$ cat config.mk
export PLATFORM = sky130hd
export DESIGN_NAME = conv_out_streamer
export DESIGN_NICKNAME = d
export VERILOG_FILES = /design/src/rtl/conv_out_streamer.sv
export SDC_FILE = /design/constraint.sdc
export NUM_CORES = 1
export LEC_CHECK = 0
export BUFFER_PORTS_ARGS = -buffer_cell sky130_fd_sc_hd__buf_2
export CAP_MARGIN = 20
export CORE_UTILIZATION = 50
export CTS_CLUSTER_SIZE = 14
export DETAILED_ROUTE_END_ITERATION = 6
export HOLD_SLACK_MARGIN = 0.08
export PLACE_DENSITY = 0.72
export SYNTH_ARGS = -nofsm -noshare
export SYNTH_HDL_FRONTEND = slang
export SYNTH_SLANG_ARGS = --single-unit
$ cat constraint.sdc
create_clock -name clk -period 3.8 [get_ports clk]
set_clock_uncertainty 0.05 [all_clocks]
set_input_delay 0.19 -clock clk [delete_from_list [all_inputs] [get_ports clk]]
set_output_delay 0.19 -clock clk [all_outputs]
set_load 0.02 [all_outputs]
$ cat src/rtl/conv_out_streamer.sv
// conv_out_streamer: buffers convolution results in a small FIFO and emits them as an AXI4-Stream master.
// Latency: a result written into an empty FIFO in cycle N is presented (tvalid) in cycle N+1.
// Backpressure: absorbed by the FIFO; when it is full and not popping, the incoming result is dropped and o_overflow is set.
//
// Ports:
//   clk, rst_n          clock, asynchronous active-low reset
//   i_valid, i_data     one result per cycle from the window controller (cannot be stalled)
//   i_clear             synchronous frame abort: empties the FIFO and clears the counters and flags
//   m_axis_*            AXI4-Stream master (tdata/tvalid/tready/tlast, plus tuser = start of frame when enabled)
//   o_fill              registered FIFO occupancy
//   o_overflow          sticky "a result was dropped" flag
//   o_frame_done        one-cycle pulse in the cycle after the tlast handshake
//
// Optional feature macro: CONV_OUT_SOF_EN adds m_axis_tuser (first beat of each frame)
// and widens each FIFO entry by one bit.

module conv_out_streamer #(
  parameter int DATA_SIZE   = 32,
  parameter int KERNEL_SIZE = 5,
  parameter int STRIDE      = 1,
  parameter int DW          = 32,
  parameter int FIFO_DEPTH  = 16
) (
  input  logic                          clk,
  input  logic                          rst_n,
  input  logic                          i_valid,
  input  logic [DW-1:0]                 i_data,
  input  logic                          i_clear,
  output logic [DW-1:0]                 m_axis_tdata,
  output logic                          m_axis_tvalid,
  input  logic                          m_axis_tready,
  output logic                          m_axis_tlast,
`ifdef CONV_OUT_SOF_EN
  output logic                          m_axis_tuser,
`endif
  output logic [$clog2(FIFO_DEPTH):0]   o_fill,
  output logic                          o_overflow,
  output logic                          o_frame_done
);

  localparam int OUT_DIM   = (DATA_SIZE - KERNEL_SIZE) / STRIDE + 1;
  localparam int FRAME_LEN = OUT_DIM * OUT_DIM;
  localparam int AW        = $clog2(FIFO_DEPTH);
  localparam int PW        = AW + 1;
  localparam int CW        = (FRAME_LEN > 1) ? $clog2(FRAME_LEN) : 1;

  // Entry layout: [DW-1:0] data, [DW] last flag, [DW+1] first flag (SOF builds only).
`ifdef CONV_OUT_SOF_EN
  localparam int EW = DW + 2;
`else
  localparam int EW = DW + 1;
`endif

  typedef enum logic [1:0] {
    S_IDLE = 2'd0,
    S_SEND = 2'd1,
    S_DONE = 2'd2
  } state_t;

  // Storage and state
  logic [EW-1:0] r_mem [FIFO_DEPTH];
  logic [PW-1:0] r_wr_ptr;
  logic [PW-1:0] r_rd_ptr;
  logic [PW-1:0] r_fill;
  logic [CW-1:0] r_in_cnt;
  logic          r_overflow;
  state_t        r_state;
  state_t        w_next_state;

  // Combinational helpers
  logic          w_empty;
  logic          w_full;
  logic          w_pop;
  logic          w_push;
  logic          w_drop;
  logic          w_pop_last;
  logic          w_last_flag;
  logic [EW-1:0] w_entry;
  logic [EW-1:0] w_head;
  logic [PW-1:0] w_fill_next;

  assign w_empty = (r_wr_ptr == r_rd_ptr);
  assign w_full  = (r_wr_ptr[AW] != r_rd_ptr[AW]) &&
                   (r_wr_ptr[AW-1:0] == r_rd_ptr[AW-1:0]);

  // Registered head: the entry at the read pointer is presented directly, so
  // the outputs only move when the read pointer advances on a handshake.
  assign w_head = r_mem[r_rd_ptr[AW-1:0]];

  // i_clear overrides every other event in its cycle.
  assign w_pop      = !w_empty && m_axis_tready && !i_clear;
  assign w_push     = i_valid && !i_clear && (!w_full || w_pop);
  assign w_drop     = i_valid && !i_clear && w_full && !w_pop;
  assign w_pop_last = w_pop && w_head[DW];

  assign w_last_flag = (r_in_cnt == CW'(FRAME_LEN - 1));

`ifdef CONV_OUT_SOF_EN
  assign w_entry = {(r_in_cnt == '0), w_last_flag, i_data};
`else
  assign w_entry = {w_last_flag, i_data};
`endif

  always_comb begin
    w_fill_next = r_fill;
    case ({w_push, w_pop})
      2'b10:   w_fill_next = r_fill + PW'(1);
      2'b01:   w_fill_next = r_fill - PW'(1);
      default: w_fill_next = r_fill;
    endcase
  end

  // FIFO storage. Cleared on reset so tdata reads 0 straight out of reset.
  // On a full FIFO with a simultaneous pop the write lands in the slot being
  // popped, which is safe because the read pointer moves off it at the same edge.
  always_ff @(posedge clk or negedge rst_n) begin
    if (!rst_n) begin
      for (int i = 0; i < FIFO_DEPTH; i++) begin
        r_mem[i] <= '0;
      end
    end else if (w_push) begin
      r_mem[r_wr_ptr[AW-1:0]] <= w_entry;
    end
  end

  // Pointers and occupancy
  always_ff @(posedge clk or negedge rst_n) begin
    if (!rst_n) begin
      r_wr_ptr <= '0;
      r_rd_ptr <= '0;
      r_fill   <= '0;
    end else if (i_clear) begin
      r_wr_ptr <= '0;
      r_rd_ptr <= '0;
      r_fill   <= '0;
    end else begin
      if (w_push) r_wr_ptr <= r_wr_ptr + PW'(1);
      if (w_pop)  r_rd_ptr <= r_rd_ptr + PW'(1);
      r_fill <= w_fill_next;
    end
  end

  // Input beat counter advances on every valid beat, dropped or not, so the
  // tlast position stays locked to the frame even after an overflow.
  always_ff @(posedge clk or negedge rst_n) begin
    if (!rst_n) begin
      r_in_cnt <= '0;
    end else if (i_clear) begin
      r_in_cnt <= '0;
    end else if (i_valid) begin
      r_in_cnt <= w_last_flag ? '0 : r_in_cnt + CW'(1);
    end
  end

  // Sticky overflow
  always_ff @(posedge clk or negedge rst_n) begin
    if (!rst_n) begin
      r_overflow <= 1'b0;
    end else if (i_clear) begin
      r_overflow <= 1'b0;
    end else if (w_drop) begin
      r_overflow <= 1'b1;
    end
  end

  // Output FSM: state register
  always_ff @(posedge clk or negedge rst_n) begin
    if (!rst_n) begin
      r_state <= S_IDLE;
    end else begin
      r_state <= w_next_state;
    end
  end

  // Output FSM: next state. Emptiness is judged on the post-edge occupancy so
  // IDLE always coincides with an empty FIFO and SEND with a non-empty one.
  always_comb begin
    w_next_state = r_state;
    case (r_state)
      S_IDLE: begin
        if (w_push) w_next_state = S_SEND;
      end
      S_SEND: begin
        if (w_pop_last)              w_next_state = S_DONE;
        else if (w_fill_next == '0)  w_next_state = S_IDLE;
      end
      S_DONE: begin
        // A tlast pop here is only possible with one-beat frames.
        if (w_pop_last)              w_next_state = S_DONE;
        else if (w_fill_next != '0)  w_next_state = S_SEND;
        else                         w_next_state = S_IDLE;
      end
      default: w_next_state = S_IDLE;
    endcase
    if (i_clear) w_next_state = S_IDLE;
  end

  // Outputs
  assign m_axis_tvalid = !w_empty;
  assign m_axis_tdata  = w_head[DW-1:0];
  assign m_axis_tlast  = w_head[DW];
`ifdef CONV_OUT_SOF_EN
  assign m_axis_tuser  = w_head[DW+1];
`endif
  assign o_fill        = r_fill;
  assign o_overflow    = r_overflow;
  assign o_frame_done  = (r_state == S_DONE);

endmodule

# [Yosys cells after proc, flatten, opt, wreduce, memory -nomap -nowiden]
# Cells that the tools add are included.
[totals] inputBits=37 out_inout_bits=41 reg_bits=556
[classes] bitwise_logic=2 magnitude_cmp=3 muxes=24 n_addsub=5 n_reduce_logical=22 eq_ne=10
[op_table] operator="528-bit bitwise mux" count=1
[op_table] operator="33-bit binary-select mux with 4-bit select" count=1
[op_table] operator="33-bit demux with 4-bit select" count=1
[op_table] operator="33-bit two-way mux" count=3
[op_table] operator="10-bit two-way mux" count=3
[op_table] operator="5-bit two-way mux" count=5
[op_table] operator="5-bit by 1-bit adder with 5-bit output, second input constant" count=3
[op_table] operator="10-bit by 1-bit adder with 10-bit output, second input constant" count=1
[op_table] operator="10-bit == test, second input constant" count=1
[op_table] operator="5-bit greater-or-equal comparator, second input constant" count=2
[op_table] operator="2-bit two-way mux" count=5
[op_table] operator="4-bit inverter with 5-bit output" count=2
[op_table] operator="5-bit one-hot mux with 2 select lines" count=1
[op_table] operator="1-bit logical AND" count=9
[op_table] operator="2-bit nonzero test" count=4
[op_table] operator="2-bit one-hot mux with 3 select lines" count=1
[op_table] operator="5-bit == test" count=1
[op_table] operator="5-bit zero test" count=1
[op_table] operator="5-bit by 1-bit less-than comparator with 1-bit output, second input constant" count=1
[op_table] operator="5-bit nonzero test" count=1
[op_table] operator="5-bit by 1-bit subtractor with 5-bit output, second input constant" count=1
[op_table] operator="2-bit by 1-bit == test with 1-bit output, second input constant" count=2
[op_table] operator="2-bit == test, second input constant" count=2
[op_table] operator="4-bit == test" count=1
[op_table] operator="other kinds (8)" count=13

# [Logic depth before layout (Yosys ltp)]
[logic_depth] depth_word=13 mapped_depth=13 ltp_nobuf=11

# [Worst setup path before layout]
# OpenSTA, ideal clock, no wires.
[synth_path] kind="reg-to-reg" start="register r_rd_ptr[0]" end="register r_state[0]" path_stages_with_launch=13 arrival_ns=2.994 n_path_buf=2 period_less_slack_ns=3.168 required_ns=3.625 path_slack_ns=0.632 cell_sequence="dfrtp_1 -> buf_2 -> xnor2_1 -> nand4_2 -> buf_2 -> o21ai_0 -> nor2_1 -> ha_1 -> ha_1 -> o311a_1 -> a211oi_1 -> o2111a_1 -> o22ai_1"
[synth_via] elab_chain_len=13
[synth_lines] item="start, declared" line="63" text="logic [PW-1:0] r_rd_ptr;"
[synth_lines] item="start signal, assigned" line="138" text="if (w_pop) r_rd_ptr <= r_rd_ptr + PW'(1);"
[synth_lines] item="5-bit == test" line="82" text="assign w_empty = (r_wr_ptr == r_rd_ptr);"
[synth_lines] item="1-bit zero test" line="91" text="assign w_pop = !w_empty && m_axis_tready && !i_clear;"
[synth_lines] item="1-bit logical AND (2 in a row)" line="91"
[synth_lines] item="1-bit logical OR" line="92" text="assign w_push = i_valid && !i_clear && (!w_full || w_pop);"
[synth_lines] item="1-bit logical AND" line="92"
[synth_lines] item="2-bit by 1-bit == test with 1-bit output / 2-bit == test (equally long branches)" line="106" text="case ({w_push, w_pop})"
[synth_lines] item="5-bit one-hot mux with 2 select lines" line="106"
[synth_lines] item="5-bit nonzero test" line="190" text="else if (w_fill_next != '0) w_next_state = S_SEND;"
[synth_lines] item="1-bit two-way mux" line="190"
[synth_lines] item="2-bit two-way mux" line="189" text="if (w_pop_last) w_next_state = S_DONE;"
[synth_lines] item="2-bit one-hot mux with 3 select lines" line="179" text="case (r_state)"
[synth_lines] item="2-bit two-way mux" line="195" text="if (i_clear) w_next_state = S_IDLE;"
[synth_lines] item="end signal, assigned" line="171" text="r_state <= w_next_state;"
[synth_lines] item="end, declared" line="67" text="state_t r_state;"
# Several ways; a longest one is shown, not always the timed one. The select of a mux whose other input is x is not followed.
# A chain may end at the register's enable or synchronous reset.

# [Final worst setup path]
[layout_path] start="register r_rd_ptr[0]" end="output m_axis_tdata[5]"
[layout_via] elab_chain_len=4
[layout_lines] item="4-bit inverter with 5-bit output (implied by the code)" line="88" text="assign w_head = r_mem[r_rd_ptr[AW-1:0]];"
[layout_lines] item="33-bit binary-select mux with 4-bit select" line="88"
[layout_lines] item="33-bit two-way mux (implied by the code) (2 in a row)" line="88"
[layout_lines] item="end, declared" line="29" text="output logic [DW-1:0] m_axis_tdata,"
# Every way passes these cells. The select of a mux whose other input is x is not followed.

==> out/qor.csv <==
metric,value,unit
run status,"complete, no violations",
layout cells sized above 1,54.24,%
DR vias,14008,
required time worst endpoint,3.56,ns
routability cong.,0.7595,
slack of the critical path,0.2919,ns
Critical Path End Type,output pin,
syn avg cell area,16.87,sq um
clk_lat worst skew,0.61,ns
Die Y,231.9,um
post-synthesis async set-or-reset flop share,100.0,%
"most used cell, CP",mux4_2,
"commonest non-fill, non-tap cell in the layout",dfrtp_1,
Num CTS Buffers,56,
worst vdd ir,0.3591,mV
CTS tree,yes,
Synth Cell Area,26420,sq um
hold crit path type,primary input to async pin,
H-tree levels,2,
"EDFF count, synth",0,
Setup Buffers After CTS,0,
dpl hpwl,32.37,mm
Final setup violation count,0,
Die W,231.9,um
count of pins over their slew limit,0,
Row Count,83,
total grt overflow,0,
Tmin final,3.508,ns
Pwr Density,504.5,nW/um^2
clock root buffer,clkbuf_16,
CP peak stage delay,0.59,ns
top_reg_cell synth,dfrtp_1,
max_slew headroom,32.69,%
number of global-route vias before repair,15174,
post-route setup TNS,0,ns
f_max,285.1,MHz
Worst Tran Pin Value,1.010,ns
Setup CP Type,flop to output pin,
I/O pins,78,
Tcrit/Tclk final,92.32,%
Yosys cell types,53,
Final Util,56.97,%
RSZ-0062 raised after global routing,no,
Startpoint Class,flop,
Initial Util,51.08,%
sequential element share of the synthesized area,52.67,%
CP arrival,3.27,ns
Ys Warns,0,
Total GRT Usage,22.59,%
clock sink total,556,
Layout area overhead,11.53,%
Leak,13.48,nW
final WL,58.29,mm
Post-Syn Nets,1614,
"commonest non-fill, non-tap cells in the layout","dfrtp_1, mux2_2, mux2_4",
MaxCap Viol Count,0,
DR iter-0 viols,1112,
final hold vios,0,
Placement Setup Slack,0.5486,ns
largest net degree at the start of global routing,133,
fin nets,1689,
DRC viols,0,
"FF+latch count, synth",556,
IO buf count,77,
Via density,5.913,
ordered cell list for the critical path,buf_6 -> buf_16 -> mux4_2 -> mux4_2 -> buf_2,
critical path peak fanout,72,
Worst-path clk slew,0.06,ns
"slowest stage cell, crit path",mux4_2,
antenna violations before repair,1,
WL/cell,24.61,um
Core Area,51720,sq um
total die area,53760,sq um
post-route ant nets,0,
clock buffer depth,3,
first-pass GRT wire length,92.73,mm
drt pass-1 iters,5,
Synth Instances,1566,
[cells by family (layout without fill, tap and decap cells)]
kind of cell	Yosys count	count (layout)	share of synthesized area (%)
other cells	0	2	0
flops	556	556	52.67
xor+xnor	16	16	0.5589
mux	695	695	39.05
simple gates	89	89	1.828
fa+ha+maj	11	11	0.5494
compound gates	46	46	1.274
buf+inv	153	274	4.078
[cells in the mapped netlist, types with 7 or more instances]
cell | n | area (sq um)
buf_12 | 18 | 360.4
mux2_2 | 338 | 3806
buf_2 | 33 | 165.2
nor2_1 | 23 | 86.33
clkbuf_1 | 53 | 198.9
inv_1 | 15 | 56.30
xor2_1 | 9 | 78.83
o21ai_0 | 19 | 95.09
buf_1 | 8 | 30.03
buf_6 | 19 | 214.0
and3_1 | 11 | 68.82
mux2_4 | 174 | 2613
dfrtp_1 | 556 | 13910
mux4_2 | 165 | 3716
mux2i_1 | 18 | 180.2
nand2_1 | 15 | 56.30
buf_4 | 7 | 52.55
ha_1 | 10 | 125.1
[timing repair]
| action | in CTS | in global routing |
|---|---|---|
| resized for setup | 1 | 2 |
| hold buffers | 38 | 0 |
| endpoints found under the hold margin | 635 | 0 |
| endpoints found under the setup margin | 10 | 17 |
[worst paths after layout]
path,startpoint,end,slack (ns),depth (start not counted)
setup / recovery,r_rd_ptr[0],m_axis_tdata[5],0.29,5
min in group clk,r_mem[527],r_mem[527],0.44,2
hold / removal,rst_n,o_fill[1],0.20,2
setup reg to reg,r_rd_ptr[0],r_state[1],0.40,7
max in group asynchronous,rst_n,r_mem[415],2.46,3
hold reg to reg,r_mem[527],r_mem[527],0.44,2
[state kept, by name, summed over array words and instances (netlist names)]
name and flops:
o_overflow 1, r_state 2, r_rd_ptr 5, o_fill 5, r_wr_ptr 5, r_in_cnt 10
r_mem 528
[power breakdown]
part           leakage, nW  total [mW]  switching (mW)  internal, mW
clock network        0.934        5.59            2.34          3.26
registers             7.48        6.69           0.256          6.43
logic                 5.06        2.58            1.28          1.30
total                 13.5        14.9            3.87          11.0
[metrics by stage]
step / instances / hold slack [ns] / total power [mW] / instance area [sq um]
CTS: 2367 / 0.2150 / 15.02 / 29450
detailed placement: 2225 / 0.2783 / 9.374 / 27180
global placement: 2224 / 0.2560 / 9.290 / 27160
finish: 2369 / 0.2026 / 14.86 / 29460
global route: 2368 / 0.2814 / 15.47 / 29460
floorplan: 1566 / -0.1556 / 8.567 / 26420
[routing by layer]
layer | up-vias | GRT usage (%) | part of all wire [%]
met5 | - | 0 | 0
met4 | 0 | 6.209 | 2.2
met3 | 95 | 3.131 | 3.6
met2 | 271 | 37.57 | 50
met1 | 7664 | 31.16 | 44
li1 | 5978 | - | -
[worst max-delay path: cells and delay by family, from the launching register on]
family   cells  cell delay, ns
flops        1            0.41
buf+inv      3            1.01
mux          2            1.15
[layout make-up]
class,count,area [sq um]
clock inverter,18,197.7
tap,680,850.8
antenna,2,5.005
multi-input combinational,857,11500
clock buffer,86,1684
fill,3947,22250
inverter,15,56.30
timing repair buffer,155,1241
sequential,556,13930
(Power assumes the default switching activity.)
